$ cat config.mk
export PLATFORM = sky130hd
export DESIGN_NAME = game_countdown_timer
export DESIGN_NICKNAME = d
export VERILOG_FILES = /design/src/rtl/game_countdown_timer.sv
export SDC_FILE = /design/constraint.sdc
export NUM_CORES = 1
export LEC_CHECK = 0
export ABC_AREA = 1
export BUFFER_PORTS_ARGS = -buffer_cell sky130_fd_sc_hd__buf_2
export CORE_MARGIN = 4
export CORE_UTILIZATION = 40
export DETAILED_ROUTE_END_ITERATION = 16
export SETUP_SLACK_MARGIN = 0.05
export SYNTH_ARGS = -nofsm -noshare
export SYNTH_HDL_FRONTEND = slang
export SYNTH_SLANG_ARGS = --single-unit
$ cat constraint.sdc
create_clock -name clk -period 2 [get_ports clk]
set_input_delay 0.6 -clock clk [delete_from_list [all_inputs] [get_ports clk]]
set_output_delay 0.6 -clock clk [all_outputs]
set_load 0.01 [all_outputs]
$ cat src/rtl/game_countdown_timer.sv
// -----------------------------------------------------------------------------
// game_countdown_timer
//   Per-turn countdown timer for the two-player sequence matching game.
//   Counts whole seconds down in BCD. The two digits feed the tens/ones
//   seven-segment decoders directly. Entering 00 ends the turn: a one-cycle
//   expired pulse plus a timeout level that the game controller can watch.
//
// Parameters
//   TICK_CYCLES  clk cycles per second (small value for simulation)
//   START_SECS   reset value in seconds, 0..99
//
// Ports
//   clk        in   system clock, rising edge
//   rst_n      in   asynchronous reset, active low
//   load       in   load load_tens/load_ones, enter IDLE (highest priority)
//   load_tens  in   BCD tens digit to load (values >9 clamp to 9)
//   load_ones  in   BCD ones digit to load (values >9 clamp to 9)
//   start      in   IDLE->RUN (count must be nonzero), PAUSE->RUN
//   pause      in   RUN->PAUSE
//   tens       out  BCD tens digit
//   ones       out  BCD ones digit
//   running    out  high while in RUN
//   expired    out  one-cycle pulse on the edge the count becomes 00
//   timeout    out  high while in DONE
//   All outputs are driven straight from flops.
// -----------------------------------------------------------------------------
module game_countdown_timer #(
    parameter int TICK_CYCLES = 50_000_000,
    parameter int START_SECS  = 30
) (
    input  logic       clk,
    input  logic       rst_n,
    input  logic       load,
    input  logic [3:0] load_tens,
    input  logic [3:0] load_ones,
    input  logic       start,
    input  logic       pause,
    output logic [3:0] tens,
    output logic [3:0] ones,
    output logic       running,
    output logic       expired,
    output logic       timeout
);

    typedef enum logic [1:0] {
        IDLE  = 2'd0,
        RUN   = 2'd1,
        PAUSE = 2'd2,
        DONE  = 2'd3
    } state_e;

    localparam int            PW         = (TICK_CYCLES > 1) ? $clog2(TICK_CYCLES) : 1;
    localparam logic [PW-1:0] PRESC_LAST = PW'(TICK_CYCLES - 1);
    localparam logic [3:0]    RST_TENS   = 4'((START_SECS / 10) % 10);
    localparam logic [3:0]    RST_ONES   = 4'(START_SECS % 10);

    state_e        state_q, state_d;
    logic [PW-1:0] presc_q, presc_d;
    logic [3:0]    tens_q, tens_d;
    logic [3:0]    ones_q, ones_d;
    logic          running_q, running_d;
    logic          expired_q, expired_d;
    logic          timeout_q, timeout_d;

    logic count_zero;
    logic last_sec;
    logic tick;

    function automatic logic [3:0] clamp_bcd(input logic [3:0] d);
        return (d > 4'd9) ? 4'd9 : d;
    endfunction

    assign count_zero = (tens_q == 4'd0) && (ones_q == 4'd0);
    // The next decrement lands on 00 only from 01.
    assign last_sec   = (tens_q == 4'd0) && (ones_q == 4'd1);
    assign tick       = (presc_q == PRESC_LAST);

    // ---------------------------------------------------------------- state reg
    always_ff @(posedge clk or negedge rst_n) begin
        if (!rst_n) begin
            state_q <= IDLE;
        end else begin
            state_q <= state_d;
        end
    end

    // ---------------------------------------------------------- next-state comb
    always_comb begin
        state_d = state_q;
        if (load) begin
            state_d = IDLE;
        end else begin
            case (state_q)
                IDLE: begin
                    if (start && !count_zero) state_d = RUN;
                end
                RUN: begin
                    // start is a no-op here, so pause still takes effect.
                    if (pause)                 state_d = PAUSE;
                    else if (tick && last_sec) state_d = DONE;
                end
                PAUSE: begin
                    if (start) state_d = RUN;
                end
                DONE: begin
                    state_d = DONE;
                end
                default: state_d = IDLE;
            endcase
        end
    end

    // ------------------------------------------------------------- output comb
    // Flag outputs are registered versions of the decoded next state so that
    // expired/timeout/running change on the same edge as the digits.
    always_comb begin
        running_d = (state_d == RUN);
        timeout_d = (state_d == DONE);
        expired_d = (state_q == RUN) && (state_d == DONE);
    end

    // ---------------------------------------------------------- datapath comb
    always_comb begin
        presc_d = presc_q;
        tens_d  = tens_q;
        ones_d  = ones_q;
        if (load) begin
            // Load beats a coincident tick: no decrement is applied.
            tens_d  = clamp_bcd(load_tens);
            ones_d  = clamp_bcd(load_ones);
            presc_d = '0;
        end else begin
            case (state_q)
                IDLE: begin
                    if (start && !count_zero) presc_d = '0;
                end
                RUN: begin
                    // Pausing freezes the prescaler mid-second; resume from
                    // PAUSE keeps it, so the partial second is not lost.
                    if (!pause) begin
                        if (tick) begin
                            presc_d = '0;
                            if (ones_q == 4'd0) begin
                                ones_d = 4'd9;
                                tens_d = tens_q - 4'd1;
                            end else begin
                                ones_d = ones_q - 4'd1;
                            end
                        end else begin
                            presc_d = presc_q + 1'b1;
                        end
                    end
                end
                default: begin
                    // PAUSE and DONE hold everything.
                end
            endcase
        end
    end

    // ------------------------------------------------------------ datapath regs
    always_ff @(posedge clk or negedge rst_n) begin
        if (!rst_n) begin
            presc_q   <= '0;
            tens_q    <= RST_TENS;
            ones_q    <= RST_ONES;
            running_q <= 1'b0;
            expired_q <= 1'b0;
            timeout_q <= 1'b0;
        end else begin
            presc_q   <= presc_d;
            tens_q    <= tens_d;
            ones_q    <= ones_d;
            running_q <= running_d;
            expired_q <= expired_d;
            timeout_q <= timeout_d;
        end
    end

    assign tens    = tens_q;
    assign ones    = ones_q;
    assign running = running_q;
    assign expired = expired_q;
    assign timeout = timeout_q;

endmodule
Word level (Yosys, flattened, before mapping)
Cells that the tools add are included.
{ "totals": {"in_bits": 13, "regBits": 39} }
{ "op_classes": {"addsub": 3, "mux": 23, "n_lt_le_gt_ge": 2, "n_reduce_logical": 16, "n_eq_ne": 10} }
{ "ops": {"columns": ["cell", "count"], "rows": [
  ["2-to-1 mux 26 bit", 4],
  ["case mux 26 bit (2 select lines)", 1],
  ["2-to-1 mux 4 bit", 12],
  ["adder 26 x 1 -> 26 bit, second input constant", 1],
  ["equality test 26 bit, second input constant", 1],
  ["2-to-1 mux 2 bit", 5],
  ["greater-than comparator 4 bit, second input constant", 2],
  ["zero test 4 bit", 2],
  ["case mux 2 bit (4 select lines)", 1],
  ["subtractor 4 x 1 -> 4 bit, second input constant", 2],
  ["equality test 2 bit, second input constant", 3],
  ["!= test 3 bit, second input constant", 2],
  ["AND reduction 3 bit", 2],
  ["nonzero test 2 bit", 3],
  ["logical AND 1 bit", 5],
  ["equality test 2 x 1 -> 1 bit, second input constant", 2],
  ["equality test 4 x 1 -> 1 bit, second input constant", 1],
  ["AND reduction 4 bit", 1],
  ["nonzero test 3 bit", 1],
  ["zero test 2 bit", 1],
  ["!= test 2 bit, second input constant", 1],
  ["zero test 1 bit", 1]
]} }

Logic depth before layout (Yosys ltp)
{ "depth": {"word_depth": 9, "mapped_depth": 11} }

Least setup slack after synthesis
OpenSTA, ideal clock, no wires.
{ "synth_path": {"kind": "reg-to-reg", "start": "reg tens_q[0] (netlist: tens[0])", "end": "reg presc_q[6]", "arrival_ns": 1.507, "path_slack_ns": 0.373, "setup_ns": 0.120, "t_required_ns": 1.880, "path_stages_with_launch": 10, "cell_sequence": "dfstp_2 -> inv_1 -> ha_1 -> nand3_1 -> o21ai_2 -> nand2_4 -> buf_6 -> nand3_1 -> o21ai_0 -> nor2_1"} }
{ "synth_between": {"elab_chain_cells": 6} }
{ "synth_lines": {"columns": ["element", "line", "source"], "rows": [
  ["from (decl)", "59", "logic [3:0] tens_q, tens_d;"],
  ["from (signal assigned)", "172", "tens_q <= tens_d;"],
  ["zero test 4 bit", "73", "assign count_zero = (tens_q == 4'd0) && (ones_q == 4'd0);"],
  ["logical AND 1 bit", "73", null],
  ["zero test 1 bit", "135", "if (start && !count_zero) presc_d = '0;"],
  ["logical AND 1 bit", "135", null],
  ["!= test 3 bit (no source line)", null, null],
  ["AND reduction 3 bit (no source line)", null, null],
  ["to (signal assigned)", "171", "presc_q <= presc_d;"],
  ["to (decl)", "58", "logic [PW-1:0] presc_q, presc_d;"]
]} }
No other way between the ends.
A chain may end at the register's enable or synchronous reset.

Final worst setup path
{ "layout_path": {"start": "reg tens_q[0] (netlist: tens[0])", "end": "reg presc_q[3]"} }
The elaborated chain is that of the path after synthesis.

==> flow_summary.toml <==
[route]
firstDrtPassIters = 4
drc = 0
vias = 2243
first_iter_violations = 94
wirelength_um = 5515
antenna_left = 0
routed_via_density = 4.803
post_drt_wl_per_cell_um = 11.81

[timing]
max_slew.worst_pin.slew_ns = 0.4772
fmax_mhz = 563.0
fin_worst_skew_ns = 0.007830
setup_viol = 0
max_slew_margin = 0.6819
post-route-period-util = 0.8882
rsz0062_at_grt = "no"
hold_viol_final = 0
finalSetupTns_ns = 0
drv_slew = 0
fin_crit_ns = 1.776

[power_and_ir_drop]
p_leak_nw = 1.347
ir_worst_vdd_mv = 0.3740
p_per_area_nw_per_um2 = 652.0

[final_layout]
regArea_um2 = 978.4
area_growth_pct = 11.27
multi_input_area_um2 = 1281
final_cells = 467
fin_nets = 407
drive_gt1_frac = 0.1480
final_cell_mix = "nand2_1 (85), nor2_1 (74), inv_1 (46), dfrtp_1 (37), nand3_1 (30)"
layout_commonest_cell = "nand2_1"
fillers = 626
n_antenna_cell = 0

[synthesis]
synth_simple_gate_area_frac = 0.3955
synthDistinctLibCells = 32
yosys_warnings = 0
netlist_area_um2 = 2509
synth_xor_area_frac = 0.03142
ys_seq_elements = 39
synth_top_family_by_area = "simple AND/OR/NAND/NOR gates"
synth_fa_ha_area_frac = 0.01496
synth_mux_area_frac = 0
synth_fp_nets = 380
syn_inst = 364
synth-compound-area-share = 0.06883
synth-seq-area-share = 0.3900
synth.avg_cell_area_um2 = 6.892

[placed_design]
dpl.hpwl_um = 4201
io_buffers = 23
globalplace.congestion = 0.8718
placed_cells = 459

[run_status]
status = "finished clean"

[worst_hold_path]
hold_path_class = "input pin to async pin"

[die]
dieArea_um2 = 7603
die_w_um = 87.20
ios = 24
coreArea_um2 = 5991
initial_utilization = 0.4188
rows = 28
fp.dieH_um = 87.20

[clocking]
cts_tree = "yes"
ctsLongestPathBuffers = 2
cts_hold_buf = 0
ctsResizeCount = 0
clockRootBuffer = "clkbuf_8"
worstSkewPairLatency_ns = 0.30
clk_pin_slew_ns = 0.08
post-cts-setup-buffers = 0
cts_buffers = 5
h-tree-depth = 2
cts.sinks = 39

[setup_path]
critical_path_class = "register to register"
crit_required_ns = 2.24
r2r_slack_ns = 0.22
cp-end-kind = "register"
path_max_fanout = 11
worstPathArrival_ns = 2.01
startpoint_type = "register"

[global_routing]
grt-ovfl-total = 0
grt_pass1_vias = 2235
grt_max_degree = 22
grt_pass1_wl_um = 10080
grt_usage = 0.1660
antenna_found_initial = 0

[flow_run]
drv_cap = 0
[flip-flops by register name, indices dropped and copies added (netlist names)]
register / flops
state_q: 2
running: 1
timeout: 1
presc_q: 26
expired: 1
tens: 4
ones: 4
[cell usage after synthesis (all sizes together)]
master / count / share of area
a21oi: 7 / 0.015
a22oi: 1 / 0.0030
a31oi: 1 / 0.0025
a32oi: 1 / 0.0035
and2: 1 / 0.0025
buf: 7 / 0.027
clkbuf: 1 / 0.0015
dfrtp: 37 / 0.37
dfstp: 2 / 0.021
ha: 3 / 0.015
inv: 47 / 0.070
nand2: 93 / 0.15
nand3: 31 / 0.064
nand3b: 1 / 0.0030
nand4: 7 / 0.017
nor2: 80 / 0.13
nor3: 14 / 0.032
o21a: 1 / 0.0030
o21ai: 20 / 0.041
xnor2: 1 / 0.0035
xor2: 8 / 0.028
[critical path, cell delays in order, from the launching register on]
cell and delay, ns:
dfstp_2 0.56, inv_1 0.07, ha_1 0.19, nand3_1 0.15, o21ai_2 0.11, nand2_4 0.12
buf_4 0.19, inv_1 0.08, o21ai_0 0.12, and2_1 0.13
[worst paths after layout]
path	from	cells after the start	endpoint
setup / recovery	tens[0]	9	presc_q[3]
hold / removal	rst_n	1	presc_q[1]
setup reg to reg	tens[0]	9	presc_q[3]
hold reg to reg	tens[0]	2	tens[0]
max in group asynchronous	rst_n	2	tens[1]
min in group clk	tens[0]	2	tens[0]
[power by group]
group,internal (mW),leakage [nW],switching (mW)
clock,0.239,0.0477,0.288
sequential,0.848,0.524,0.0536
combinational,0.150,0.775,0.242
total,1.24,1.35,0.583
[logic make-up (layout without fill, tap and decap cells)]
family | Yosys count | count (layout)
compound gates | 31 | 31
xor+xnor | 9 | 9
simple gates | 227 | 227
buf+inv | 55 | 83
flops | 39 | 39
fa+ha+maj | 3 | 3
[stage by stage]
| step | hold slack (ns) | total power, mW | setup WS [ns] | cell area [µm²] | util |
|---|---|---|---|---|---|
| final | 0.2531 | 1.820 | 0.2237 | 2791 | 0.4660 |
| after global routing | 0.2818 | 1.945 | 0.06502 | 2791 | 0.4660 |
| after CTS | 0.2613 | 1.851 | 0.2125 | 2791 | 0.4660 |
| after detailed placement | 0.4839 | 1.311 | 0.2334 | 2708 | 0.4520 |
| after global placement | 0.4753 | 1.309 | 0.2752 | 2708 | 0.4520 |
| after floorplan | 0.3044 | 1.184 | 0.3728 | 2509 | - |
[layer usage]
metal  vias up  part of all wire  global-route usage
met5         -                 0                   0
li1       1195                 -                   -
met2        33              0.44              0.2678
met4         0             0.018             0.05997
met3        11             0.034             0.03500
met1      1004              0.50              0.2193
[area by class of cell]
cell class / instances / share of cell area
clock inverters: 3 / 0.005379
inverters: 47 / 0.06320
well taps: 75 / 0.03362
clock buffers: 5 / 0.02465
multi-input cells: 270 / 0.4590
repair buffers: 28 / 0.06365
flip-flops and latches: 39 / 0.3505
(Power assumes the default switching activity.)
